### config.mk
export PLATFORM = sky130hd
export DESIGN_NAME = seg7_scan_mux
export DESIGN_NICKNAME = d
export VERILOG_FILES = /design/src/rtl/seg7_scan_mux.sv
export SDC_FILE = /design/constraint.sdc
export NUM_CORES = 1
export LEC_CHECK = 0
export BUFFER_PORTS_ARGS = -buffer_cell sky130_fd_sc_hd__clkbuf_2
export CAP_MARGIN = 20
export CORE_MARGIN = 2
export CORE_UTILIZATION = 35
export DETAILED_ROUTE_END_ITERATION = 7
export GPL_TIMING_DRIVEN = 1
export PLACE_DENSITY = 0.65
export SLEW_MARGIN = 25
export SYNTH_ARGS = -nofsm -noshare
export SYNTH_HDL_FRONTEND = slang
export SYNTH_SLANG_ARGS = --single-unit
### constraint.sdc
create_clock -name clk -period 2.7 [get_ports clk]
set_clock_uncertainty 0.05 [all_clocks]
set_input_delay 0 -clock clk [delete_from_list [all_inputs] [get_ports clk]]
set_output_delay 0 -clock clk [all_outputs]
set_load 0.05 [all_outputs]
### src/rtl/seg7_scan_mux.sv
// seg7_scan_mux: multiplexed 8-digit 7-segment scan driver with tear-free load, DP control and leading-zero blanking
module seg7_scan_mux #(
    parameter int REFRESH_DIV = 100000,
    parameter int NUM_DIGITS  = 8
) (
    input  logic        clk,
    input  logic        rst_n,
    input  logic        enable,
    input  logic        load,
    input  logic [31:0] value,
    input  logic [7:0]  dp_mask,
    input  logic        blank_lz,
    output logic [3:0]  digit_data,
    output logic [7:0]  an,
    output logic        dp_n,
    output logic        frame_start
);
    localparam int CW = $clog2(REFRESH_DIV);
    localparam logic [CW-1:0] CMAX = CW'(REFRESH_DIV - 1);
    localparam logic [2:0] IMAX = 3'(NUM_DIGITS - 1);
    localparam logic [31:0] VMASK = (NUM_DIGITS == 8) ? 32'hFFFF_FFFF : (32'd1 << (4 * NUM_DIGITS)) - 32'd1;

    logic [CW-1:0] cnt;
    logic [2:0]    idx;
    logic [31:0]   disp_val;
    logic [31:0]   pend_val;
    logic          pend_flag;
    logic          new_frame;
    logic          tick;
    logic          wrap;
    logic          blank;

    // slot timing and blanking decode from the current scan position
    always_comb begin
        tick  = enable && cnt == CMAX;
        wrap  = tick && idx == IMAX;
        blank = blank_lz && idx != 3'd0 && ((disp_val & VMASK) >> {idx, 2'b00}) == 32'd0;
    end

    // prescaler, digit index and double-buffered value; commit only at frame wrap
    always_ff @(posedge clk) begin
        if (!rst_n) begin
            cnt       <= '0;
            idx       <= '0;
            disp_val  <= '0;
            pend_val  <= '0;
            pend_flag <= 1'b0;
            new_frame <= 1'b1;
        end else begin
            cnt       <= tick ? '0 : enable ? cnt + 1'b1 : cnt;
            idx       <= wrap ? '0 : tick ? idx + 3'd1 : idx;
            pend_val  <= load ? value : pend_val;
            pend_flag <= wrap ? 1'b0 : (load | pend_flag);
            disp_val  <= (wrap && load) ? value : (wrap && pend_flag) ? pend_val : disp_val;
            new_frame <= enable ? wrap : new_frame;
        end
    end

    // registered display outputs, one cycle behind the scan state
    always_ff @(posedge clk) begin
        if (!rst_n) begin
            an          <= 8'hFF;
            digit_data  <= 4'h0;
            dp_n        <= 1'b1;
            frame_start <= 1'b0;
        end else begin
            an          <= (enable && !blank) ? ~(8'd1 << idx) : 8'hFF;
            digit_data  <= enable ? disp_val[{idx, 2'b00} +: 4] : digit_data;
            dp_n        <= !(enable && !blank && dp_mask[idx]);
            frame_start <= enable && new_frame;
        end
    end
endmodule

; ---- Word level (Yosys, flattened, before mapping)
; Cells that the tools add are included.
[totals]
ff_bits = 100
input_bits = 45
output_inout_bits = 14
word_cells = 42
[op_classes]
add_sub_neg = 2
magnitude_cmp = 1
eq_ne = 2
n_shift = 3
muxes = 4
n_bitwise = 3
n_reduce_logical = 17
[op_table]
columns = op, n
row1 = two-way mux 32 bit, 2
row2 = zero test 32 bit, 1
row3 = indexed part select 32 x 6 -> 4 bit, 1
row4 = >> shifter 32 x 5 -> 32 bit, 1
row5 = adder 17 x 1 -> 17 bit (second input constant), 1
row6 = == test 17 bit (second input constant), 1
row7 = logical AND 1 bit, 9
row8 = NOT 8 bit, 1
row9 = left shift 1 x 3 -> 8 bit (first input constant), 1
row10 = < comparator 3 x 4 -> 1 bit (second input constant), 1
row11 = OR reduction 2 bit, 2
row12 = adder 3 x 1 -> 3 bit (second input constant), 1
row13 = binary-select mux 1 bit (select 3 bit), 1
row14 = == test 3 bit (second input constant), 1
row15 = nonzero test 3 bit, 1
row16 = zero test 1 bit, 2
row17 = AND reduction 2 bit, 1
row18 = nonzero test 2 bit, 1
row19 = two-way mux 1 bit, 1
row20 = NOT 1 bit, 1
row21 = OR 1 bit, 1

; ---- Logic depth before layout (Yosys ltp)
[depth]
word_depth = 7
depth_mapped = 10
ltp_nobuf = 8

; ---- Worst setup path after synthesis
; Ideal clock, no wire load.
[synth_timing]
kind = register to register
startpoint = register idx[1]
endpoint = register dp_n
arrival_time_ns = 1.946
required_ns = 2.593
setup_slack_ns = 0.647
stages_incl_launch_ff = 11
period_less_slack_ns = 2.053
cell_sequence = dfxtp_1 -> buf_2 -> buf_2 -> inv_1 -> ha_1 -> inv_1 -> o221ai_1 -> a221oi_2 -> nand4_4 -> o211ai_2 -> a21o_1
[synth_via]
elab_chain_cells = 7
[synth_rtl]
columns = item, line
row1 = "start, declared", 24  ; logic [2:0] idx;
row2 = "start signal, assigned", 51  ; idx <= wrap ? '0 : tick ? idx + 3'd1 : idx;
row3 = >> shifter 32 x 5 -> 32 bit / nonzero test 3 bit (equally long branches), 37  ; blank = blank_lz && idx != 3'd0 && ((disp_val & VMASK) >> {idx, 2'b00}) == 32'd0;
row4 = zero test 32 bit / logical AND 1 bit (equally long branches), 37
row5 = logical AND 1 bit, 37
row6 = zero test 1 bit, 69  ; dp_n <= !(enable && !blank && dp_mask[idx]);
row7 = logical AND 1 bit, 69
row8 = logical AND 1 bit *, 69
row9 = zero test 1 bit *, 69
row10 = "end signal, assigned", 69
row11 = "end, declared", 15  ; output logic dp_n,
; Every way passes the cells marked *; elsewhere a longest branch is shown, timed or not. The select of a mux whose other input is x is not followed.
; A chain may end at the register's enable or synchronous reset.

; ---- Worst setup path after layout
[layout_timing]
startpoint = register cnt[0]
endpoint = register disp_val[25]
[layout_via]
elab_chain_cells = 5
[layout_rtl]
columns = item, line
row1 = "start, declared", 23  ; logic [CW-1:0] cnt;
row2 = "start signal, assigned", 50  ; cnt <= tick ? '0 : enable ? cnt + 1'b1 : cnt;
row3 = == test 17 bit *, 35  ; tick = enable && cnt == CMAX;
row4 = logical AND 1 bit *, 35
row5 = logical AND 1 bit *, 36  ; wrap = tick && idx == IMAX;
row6 = logical AND 1 bit, 54  ; disp_val <= (wrap && load) ? value : (wrap && pend_flag) ? pend_val : disp_val;
row7 = two-way mux 32 bit / nonzero test 2 bit (equally long branches), --
row8 = "end signal, assigned", 54
row9 = "end, declared", 25  ; logic [31:0] disp_val;
; Every way passes the cells marked *; elsewhere a longest branch is shown, timed or not.

==> results.py <==
metrics = {
    "floorplanning": {
        "coreArea_sq_mm": 0.01257,
        "fp.dieW_um": 117.4,
        "io_pins": 59,
        "die_area_sq_mm": 0.01377,
        "die_h_um": 117.4,
        "rows": 41,
        "initial_core_util": 0.3578,
    },
    "yosys": {
        "synth-xor-area-share": 0.02922,
        "synth_top_cell_by_area": "dfxtp_1",
        "synthMuxAreaShare": 0.1447,
        "yosys.area_share.simple": 0.2101,
        "synth.area.top_cells": "dfxtp_1 (45%), mux2i_1 (8.5%), nand2_1 (6.1%)",
        "synth_area_per_cell_sq_um": 9.349,
        "ys_warn_count": 0,
        "synth.distinct_cells": 49,
        "yosysSeqAreaShare": 0.4452,
        "synth_edf_count": 0,
        "synth_compound_area_frac": 0.1099,
        "synth_top_area_share": 0.4452,
        "synth_nets": 533,
        "syn-cell-area_sq_mm": 0.004497,
        "synth_fa_ha_area_frac": 0.01948,
        "syn_inst": 481,
        "synthFlopType": "dfxtp_1",
        "synth_top_family_by_area": "simple AND/OR/NAND/NOR gates",
        "ys_ff_latch": 100,
        "async_flop_share": 0,
    },
    "clock_network": {
        "cts.clk_slew.worst_paths_ns": 0.07,
        "cts_buffers": 9,
        "cts-htree-levels": 3,
        "clock-sinks": 100,
        "clock_latency_ns": 0.35,
        "cts_tree": "yes",
        "cts.path.max_buffers": 2,
        "post_cts_buffers": 0,
        "cts_root_buf": "clkbuf_16",
    },
    "sta": {
        "setup_viol": 0,
        "fin_crit_ns": 2.322,
        "max_slew_margin": 0.4189,
        "grt_setup_unrepaired": "false",
        "fmax_mhz": 430.6,
        "worstMarginPinSlew_ns": 0.8707,
        "slew_viol_final": 0,
        "timing.hold.ws_ns": 0.1480,
        "fin_tns_setup_ns": 0,
        "finalWorstSetupSlack_ns": 0.3779,
        "finalCritPeriodShare": 0.8600,
        "finalHoldViolCount": 0,
    },
    "pwr": {
        "ir_drop_uv": 401.7,
        "power_mw": 2.973,
        "leakage_nw": 2.371,
        "p_per_area_mw_per_mm2": 535.0,
    },
    "final_layout": {
        "layout_commonest_cell": "dfxtp_1",
        "syn_to_final_growth_pct": 23.57,
        "fill_cells": 1243,
        "antenna_cells": 0,
        "instances_no_fill": 740,
        "final_util": 0.4421,
        "drive_gt1_frac": 0.1743,
        "layout_common_cells": "dfxtp_1 (100), nand2_1 (73), nor2_1 (73), clkbuf_2 (58), mux2i_1 (38)",
        "final_cell_area_sq_mm": 0.005557,
        "nNetsFinal": 615,
    },
    "worst_setup_path": {
        "ff2ff_path_depth": 8,
        "crit_type": "reg -> reg",
        "r2r_setup_slack_ns": 0.38,
        "cp.arrival_ns": 2.56,
        "critical_path.max_fanout": 30,
        "critical_path.endpoint": "disp_val[25]",
        "startpoint": "cnt[0]",
        "r2r-start": "cnt[0]",
        "timing.rr.end": "disp_val[25]",
        "required_ns": 2.94,
        "critPathLaunchType": "register",
        "cp-end-kind": "register",
    },
    "place": {
        "io_buffers": 58,
        "dp_hpwl_um": 7673,
        "gp_congestion": 0.8898,
        "dp_cells": 689,
        "postPlaceCellArea_sq_mm": 0.004921,
        "dpl_worst_slack_ns": 0.3028,
    },
    "detailed_routing": {
        "vias": 3802,
        "dr.pass1.iters": 5,
        "drt_wl_total_um": 11030,
        "ant_nets": 0,
        "wl_per_cell_um": 14.91,
        "drc": 0,
        "drt-initial-drc-count": 308,
        "routed_via_density": 5.138,
    },
    "grt": {
        "grt.total_usage": 0.1663,
        "grt_max_degree": 41,
        "antenna_found_initial": 0,
        "grt_pass1_wl_um": 18660,
        "grt_overflow_total": 0,
        "grt_pass1_vias": 3785,
    },
    "hold_path": {
        "hold_class": "in -> reg",
        "min_path_cells": 5,
        "min-delay-start": "blank_lz",
    },
    "run_status": {
        "outcome": "finished, final reports clean",
    },
    "run": {
        "cap_viol_max_count": 0,
    },
}
## report_power, final
| group | switching (mW) | internal (mW) |
|---|---|---|
| combinational | 0.115 | 0.105 |
| clock | 0.584 | 0.636 |
| sequential | 0.0205 | 1.51 |
| total | 0.719 | 2.25 |
## how the worst min path moves through the flow
stage	to	slack [ns]
2_1_floorplan	pend_val[10]	0.1
3_3_place_gp	pend_val[3]	0.21
3_5_place_dp	pend_val[3]	0.21
4_1_cts	an[2]	0.13
5_1_grt	an[0]	0.16
6_report	an[2]	0.15
## synthesized netlist by cell type (5+ instances only)
cell type,instances
nand3_1,13
a21oi_1,8
dfxtp_1,100
inv_1,7
xor2_1,11
a211oi_1,5
nand2_1,73
nor2_1,73
and3_1,5
mux2i_1,38
nand4_1,6
mux4_1,6
nor4_1,12
clkbuf_1,13
buf_2,11
ha_1,7
o221ai_1,31
nor3_1,8
## critical path: stages (launching register included)
cell	delay (ns)
dfxtp_1	0.38
ha_1	0.21
nand3_1	0.14
nor4_2	0.40
nand3_1	0.28
nor2_1	0.16
buf_4	0.34
o221ai_1	0.21
nand2_1	0.09
## flip-flops by register name, summed over array words and instances (netlist names), 3 cells and up
| signal | cells |
|---|---|
| pend_val | 32 |
| an | 8 |
| cnt | 17 |
| idx | 3 |
| disp_val | 32 |
| digit_data | 4 |
## timing repair
| action | CTS | global route |
|---|---|---|
| endpoints found under the hold margin | 68 | 0 |
| endpoints found under the setup margin | 0 | 5 |
| hold buffers | 35 | 0 |
| gates resized for setup | 0 | 1 |
## metal layers
metal	global-route usage	part of all wire
met5	0	0
met1	0.2103	0.45
met2	0.2825	0.48
met3	0.03502	0.053
met4	0.05572	0.017
## cell families after synthesis
kind of cell             Yosys count
AO/OA/AOI/OAI                     63
XOR/XNOR                          15
adder cells (fa/ha/maj)            7
buffers and inverters             40
flip-flops                       100
multiplexers                      50
AND/OR/NAND/NOR                  206
## layout make-up
type | instances | area [sq um] | area share
Tap cell | 172 | 215.2 | 0.03873
Clock inverter | 7 | 58.81 | 0.01058
Inverter | 8 | 30.03 | 0.005404
Multi-Input combinational cell | 341 | 2310 | 0.4157
Timing Repair Buffer | 103 | 715.7 | 0.1288
Clock buffer | 9 | 225.2 | 0.04053
Sequential cell | 100 | 2002 | 0.3603
No activity file was read; power rests on OpenSTA's default activity.
